==> src/rtl/dec2hex_pkg.sv <==
`default_nettype none
// ============================================================================
// Module      : dec2hex_pkg
// Description : Shared widths, FSM state encoding and BCD helper for dec2hex.
// Revision    : 1.0 - initial release
// ============================================================================
package dec2hex_pkg;

    localparam int BCD_W  = 16;
    localparam int BIN_W  = 14;
    localparam int N_ITER = 14;
    localparam int CNT_W  = 4;
    localparam int WORK_W = BCD_W + BIN_W;
    localparam int N_NIB  = BCD_W / 4;

    typedef enum logic [3:0] {
        IDLE   = 4'b0001,
        CHECK  = 4'b0010,
        SHIFT  = 4'b0100,
        ADJUST = 4'b1000
    } state_t;

    // True when every nibble holds a legal decimal digit.
    function automatic logic bcd_is_valid(input logic [BCD_W-1:0] bcd);
        logic ok;
        ok = 1'b1;
        for (int i = 0; i < N_NIB; i++) begin
            if (bcd[i*4 +: 4] > 4'd9) begin
                ok = 1'b0;
            end
        end
        return ok;
    endfunction

endpackage
`default_nettype wire

==> src/rtl/bcd_nibble_adjust.sv <==
`default_nettype none
// ============================================================================
// Module      : bcd_nibble_adjust
// Description : Reverse double-dabble digit correction (subtract 3 if >= 8).
// Revision    : 1.0 - initial release
// ============================================================================
module bcd_nibble_adjust (
    input  logic [3:0] i_nibble,
    output logic [3:0] o_nibble
);

    assign o_nibble = (i_nibble >= 4'd8) ? (i_nibble - 4'd3) : i_nibble;

endmodule
`default_nettype wire

==> src/rtl/dec2hex.sv <==
`default_nettype none
// ============================================================================
// Module      : dec2hex
// Description : 4-digit packed BCD to 14-bit binary, reverse double-dabble.
// Revision    : 1.0 - initial release
// ============================================================================
module dec2hex
    import dec2hex_pkg::*;
(
    input  logic             clk_50m,
    input  logic             rst_n,
    input  logic             start,
    input  logic [BCD_W-1:0] bcd_data,
    output logic [BIN_W-1:0] bin_data,
    output logic             busy,
    output logic             done,
    output logic             err
);

    state_t              r_state;
    state_t              w_state_nxt;
    logic [WORK_W-1:0]   r_work;
    logic [CNT_W-1:0]    r_iter;
    logic [WORK_W-1:0]   w_work_shr;
    logic [BCD_W-1:0]    w_bcd_adj;
    logic                w_last;
    logic                w_valid;

    assign w_work_shr = {1'b0, r_work[WORK_W-1:1]};
    assign w_last     = (r_iter == CNT_W'(N_ITER - 1));
    assign w_valid    = bcd_is_valid(r_work[WORK_W-1:BIN_W]);
    assign busy       = (r_state != IDLE);

    for (genvar g = 0; g < N_NIB; g++) begin : g_nib
        bcd_nibble_adjust u_adj (
            .i_nibble (r_work[BIN_W + g*4 +: 4]),
            .o_nibble (w_bcd_adj[g*4 +: 4])
        );
    end

    always_ff @(posedge clk_50m or negedge rst_n) begin
        if (!rst_n) begin
            r_state <= IDLE;
        end else begin
            r_state <= w_state_nxt;
        end
    end

    always_comb begin
        w_state_nxt = r_state;
        case (r_state)
            IDLE:    if (start) w_state_nxt = CHECK;
            CHECK:   w_state_nxt = w_valid ? SHIFT : IDLE;
            SHIFT:   w_state_nxt = w_last ? IDLE : ADJUST;
            ADJUST:  w_state_nxt = SHIFT;
            default: w_state_nxt = IDLE;
        endcase
    end

    // Datapath and registered outputs; done defaults low so it only pulses.
    always_ff @(posedge clk_50m or negedge rst_n) begin
        if (!rst_n) begin
            r_work   <= '0;
            r_iter   <= '0;
            bin_data <= '0;
            done     <= 1'b0;
            err      <= 1'b0;
        end else begin
            done <= 1'b0;
            case (r_state)
                IDLE: begin
                    if (start) begin
                        r_work <= {bcd_data, {BIN_W{1'b0}}};
                        r_iter <= '0;
                        err    <= 1'b0;
                    end
                end
                CHECK: begin
                    if (!w_valid) begin
                        err      <= 1'b1;
                        done     <= 1'b1;
                        bin_data <= '0;
                    end
                end
                SHIFT: begin
                    r_work <= w_work_shr;
                    r_iter <= r_iter + CNT_W'(1);
                    if (w_last) begin
                        bin_data <= w_work_shr[BIN_W-1:0];
                        done     <= 1'b1;
                    end
                end
                ADJUST: begin
                    r_work[WORK_W-1:BIN_W] <= w_bcd_adj;
                end
                default: begin
                end
            endcase
        end
    end

endmodule
`default_nettype wire

==> config.mk <==
export PLATFORM = sky130hd
export DESIGN_NAME = dec2hex
export DESIGN_NICKNAME = d
export VERILOG_FILES = /design/src/rtl/dec2hex_pkg.sv /design/src/rtl/bcd_nibble_adjust.sv /design/src/rtl/dec2hex.sv
export SDC_FILE = /design/constraint.sdc
export NUM_CORES = 1
export LEC_CHECK = 0
export BUFFER_PORTS_ARGS = -buffer_cell sky130_fd_sc_hd__buf_4
export CAP_MARGIN = 25
export CORE_MARGIN = 2
export CORE_UTILIZATION = 57
export DETAILED_ROUTE_END_ITERATION = 8
export GPL_ROUTABILITY_DRIVEN = 0
export HOLD_SLACK_MARGIN = 0.05
export PLACE_DENSITY = 0.85
export SETUP_SLACK_MARGIN = 0.3
export SYNTH_ARGS = -nofsm -noshare
export SYNTH_HDL_FRONTEND = slang
export SYNTH_SLANG_ARGS = --single-unit
==> constraint.sdc <==
create_clock -name clk_50m -period 2.6 [get_ports clk_50m]
set_input_delay 0.52 -clock clk_50m [delete_from_list [all_inputs] [get_ports clk_50m]]
set_output_delay 0.52 -clock clk_50m [all_outputs]
set_load 0.03 [all_outputs]
After elaboration in Yosys (flattened, before gate mapping)
Cells that the tools add are included.

storage, ports and cells
  bits in registers = 54
  input port bits = 19
  logic and storage cells = 73

cells by class
  $add $sub $neg = 5
  magnitude comparators = 8
  equality and inequality tests = 13
  multiplexer cells = 26
  reductions and logical operators = 11

operator list
  operator                                                               count
  14-bit case mux with 2 select lines                                    2
  16-bit case mux with 3 select lines                                    1
  30-bit two-way mux                                                     1
  14-bit two-way mux                                                     2
  4-bit two-way mux                                                      7
  3-bit AND reduction                                                    6
  4-bit >= comparator, second input constant                             4
  4-bit greater-than comparator, second input constant                   4
  4-bit case mux with 4 select lines                                     1
  4-bit by 2-bit subtractor with 4-bit output, second input constant     4
  4-bit equality test, second input constant                             2
  1-bit two-way mux                                                      8
  2-bit by 1-bit != test with 1-bit output, second input constant        4
  4-bit case mux with 2 select lines                                     1
  2-bit != test, second input constant                                   3
  2-bit nonzero test                                                     3
  4-bit by 1-bit adder with 4-bit output, second input constant          1
  4-bit by 1-bit equality test with 1-bit output, second input constant  1
  4-bit by 2-bit equality test with 1-bit output, second input constant  1
  4-bit by 3-bit equality test with 1-bit output, second input constant  1
  4-bit by 1-bit != test with 1-bit output, second input constant        1
  1-bit case mux with 2 select lines                                     2
  3-bit two-way mux                                                      1
  3-bit nonzero test                                                     1
  2-bit AND reduction                                                    1

Depth between registers and ports, before layout
  depth after elaboration = 7
  depth in mapped cells = 8
  gate-level depth less buffers = 6

Cells and area by module
A second synthesis with hierarchy kept.

unflattened totals
  cells, all modules = 268
  area, all modules = 2613.8 um2

by module, submodules not included
  module             instances  cells each  area an instance (um2)
  dec2hex            1          224         2308.5
  bcd_nibble_adjust  4          11          76.3

Worst setup path after synthesis
Ideal clock, no wire load.

  kind = flip-flop to flip-flop
  from = reg r_state[0]
  to = reg r_work[15]
  library setup time = 0.125 ns
  arrival = 1.686 ns
  required time = 2.475 ns
  setup slack = 0.789 ns
  stages on the path, launching flop included = 6
  buffers on the path = 1
  period minus slack after synthesis = 1.811 ns
  path through = dfstp_2 nor4b_2 a211oi_1 buf_2 nor2_2 mux2_2

between the ends
  word-level cells in the longest chain between the ends = 3
  elaborated cells on any way between the ends = 8
  classes of those cells = eq/ne (5); mux (1); reduce/logical (2)

ends and longest elaborated chain
  what                                                                                     RTL line       RTL
  start, declared                                                                          dec2hex.sv:20  state_t r_state;
  start signal, assigned                                                                   dec2hex.sv:45  r_state <= w_state_nxt;
  4-bit equality test, or another cell as far along                                        dec2hex.sv:70  case (r_state)
  2-bit by 1-bit != test with 1-bit output (no source line), or another cell as far along  --
  3-bit AND reduction (no source line)                                                     --
  end signal, assigned                                                                     dec2hex.sv:73  r_work <= {bcd_data, {BIN_W{1'b0}}};
  end signal, assigned                                                                     dec2hex.sv:86  r_work <= w_work_shr;
  end signal, assigned by index                                                            dec2hex.sv:94  r_work[WORK_W-1:BIN_W] <= w_bcd_adj;
  end, declared                                                                            dec2hex.sv:22  logic [WORK_W-1:0] r_work;

Several ways; a longest one is shown, not always the timed one.
A chain may end at the register's enable or synchronous reset.

Worst setup path after layout
  from = reg r_state[1]
  to = reg r_work[20]

Same word-level chain as after synthesis.

==> flow_summary_export.csv <==
group,metric,value,unit
outcome,status,"finished, final reports clean",
pwr,power_frac_comb,0.340,
sta,fin_skew,0.00699,ns
critical_path,cp-end-kind,"flip-flop",
routing,routed_via_density,5.84,
sta,report.final.hold_viol_count,0,
routing,wl_per_cell,16.3,µm
routing,dr.pass1.iters,4,
cts,cts_buffer_depth,2,
critical_path,critPathTopFamily,"simple AND/OR/NAND/NOR gates",
pwr,switchingPower,992,µW
cts,cts_buffers,5,
synth,ys_warn_count,0,
critical_path,crit_path_top_delay_cell,"or4b_1",
synth,synth_seq_cells,53,
floorplan,std_cell_rows,25,
pwr,totalPowerFinal,2540,µW
pwr,power.internal,1550,µW
critical_path,worst_setup_path_start_kind,"flip-flop",
critical_path,startpoint,"r_state[1]",
synth,syn_area,2780,µm²
synth,synth_top_area_frac,0.468,
cts,cts_root_buf,"clkbuf_8",
synth,synth_area_leaders,"dfrtp_1 (47%), ha_1 (8.1%), nand2_1 (4.5%)",
global_routing,grt_antenna_before_repair,0,
finish,area_delta_synth_final,13.5,%
flow_run,cap_violations,0,
synth,ys_types,40,
floorplan,io_pins,36,
global_routing,grt_pass1_vias,2047,
floorplan,fp.dieH,73.9,µm
sta,min_period,2.15,ns
synth,synth.yosys.seq_area_share,0.477,
routing,antenna_left,0,
finish,drive_gt1_frac,0.237,
synth,synthCells,263,
cts,cts_tree,"yes",
critical_path,path_buf_inv,0,
routing,drt_iter0_markers,180,
synth,syn_avg_cell_area,10.6,µm²
critical_path,reg2reg_depth,4,
sta,period_share,0.827,
pwr,leakagePower,0.00150,µW
routing,remaining_drc_errors,0,
critical_path,critPathRequiredTime,2.81,ns
cts,clkLatencyLatePin,0.32,ns
cts,post-cts-setup-buffer-count,0,
floorplan,die_x,73.9,µm
worst_hold_path,hold_class,"in -> async",
sta,timing.fmax,465,MHz
pwr,clkPwrFrac,0.191,
floorplan,fp.coreArea,4720,µm²
critical_path,path_cells,"or4b_1 > nor2_2 > nor2_1 > mux2_1",
floorplan,initial_core_util,0.589,
finish,final_net_count,331,
sta,worst_pin_slew,0.753,ns
critical_path,worstPathArrival,2.36,ns
finish,layout_common_cells,"dfrtp_1 (52), buf_4 (39), nand2_1 (33)",
global_routing,grt_max_degree,54,
critical_path,critPathKind,"reg -> reg",
routing,routed_wl,5.92,mm
critical_path,crit_end,"r_work[20]",
global_routing,grt_pass1_wl,9.86,mm
routing,dr_total_vias,2113,
cts,path_clk_slew,0.10,ns
pwr,peakVddDrop,632,µV
critical_path,rr_startpoint,"r_state[1]",
pwr,powerDensity,806,nW/µm²
sta,setup_viol,0,
critical_path,worst-path-max-fanout,18,
pwr,p_sw_frac,0.390,
sta,maxSlewViolCount,0,
global_routing,track_usage,0.238,
placement,dpl.hpwl,4.03,mm
global_routing,overflow,0,
critical_path,crit_path_max_incr_delay,0.92,ns
floorplan,die-area,5450,µm²
placement,io_buffer_count,35,
critical_path,reg2reg_to,"r_work[20]",
cts,clock_sinks,53,
finish,antennaDiodeCount,0,
cts,cts_hold_buf,0,
synth,yosysTopAreaCell,"dfrtp_1",
sta,holdWs,0.231,ns
sta,rsz0062_at_grt,"false",
critical_path,cp_num_cells,4,
pwr,seqPwrFrac,0.470,
cts,cts-resized-gates,0,
cts,htree_levels,2,
sta,maxSlewHeadroom,0.498,
sta,finalSetupTns,0,ns
critical_path,reg2reg_slack,0.45,ns
synth,syn_nets,300,
finish,layout_commonest_cell,"dfrtp_1",
## how the worst min path moves through the flow
stage,startpoint,end,slack [ns]
final,rst_n,r_work[27],0.23
after global routing,rst_n,r_work[17],0.28
after CTS,rst_n,r_work[21],0.25
after detailed placement,r_work[1],r_work[1],0.49
after global placement,err,err,0.47
after floorplan,rst_n,bin_data[0],0.22
## synth_stat cells (all sizes together)
master / instances
nand3: 6
nand4: 1
nor4b: 3
a221o: 5
a2bb2oi: 3
or4b: 3
nand2: 34
clkbuf: 1
dfstp: 1
a41oi: 1
a211oi: 5
o21ai: 19
a21oi: 12
ha: 18
a22oi: 4
mux2: 8
or2: 1
dfrtp: 52
a22o: 13
a32o: 1
a21o: 1
nand2b: 1
nand3b: 1
o22ai: 9
xor2: 4
o31ai: 1
and2: 1
inv: 11
and3: 1
o2bb2ai: 4
a211o: 2
nor2: 22
buf: 14
## metrics by stage
stage                     cell area [µm²]  instances  setup WS (ns)   util
after detailed placement             3060        354          0.457  0.648
after floorplan                      2780        263          0.789      -
final                                3160        362          0.451  0.668
after global routing                 3160        362          0.347  0.668
after global placement               3060        354          0.522  0.648
after CTS                            3160        362          0.443  0.668
## routing by layer
metal	GRT usage	routed length [µm]	vias to the layer above
li1	-	-	1006
met1	0.336	2680	1029
met2	0.369	2800	71
met3	0.0508	346	7
met4	0.0747	92	0
met5	0	0	-
## registers in the layout, summed over array words and instances (netlist names)
signal	count
r_work	29
bin_data	14
r_iter	4
r_state	4
done	1
err	1
## layout make-up
class / instances / area, µm²
Clock inverter: 3 / 26.3
Fill cell: 379 / 1570
Inverter: 11 / 41.3
Timing Repair Buffer: 39 / 293
Sequential cell: 53 / 1330
Multi-Input combinational cell: 184 / 1320
Clock buffer: 5 / 68.8
Tap cell: 67 / 83.8
## power by group through the flow
stage / Clock, µW / Sequential [µW] / Combinational [µW]
2_1_floorplan: 0 / 1160 / 621
5_1_grt: 533 / 1220 / 959
3_5_place_dp: 0 / 1200 / 846
4_1_cts: 494 / 1190 / 862
6_report: 485 / 1190 / 864
3_3_place_gp: 0 / 1190 / 816
## logic make-up (layout without fill, tap and decap cells)
| family | count (synthesis) | after routing | synth area share |
|---|---|---|---|
| AO/OA/AOI/OAI | 80 | 80 | 0.202 |
| AND/OR/NAND/NOR | 74 | 74 | 0.137 |
| flip-flops | 53 | 53 | 0.477 |
| buffers and inverters | 26 | 58 | 0.0531 |
| adder cells (fa/ha/maj) | 18 | 18 | 0.0810 |
| multiplexers | 8 | 8 | 0.0364 |
| XOR/XNOR | 4 | 4 | 0.0126 |
Power figures use the tool's default switching activity.
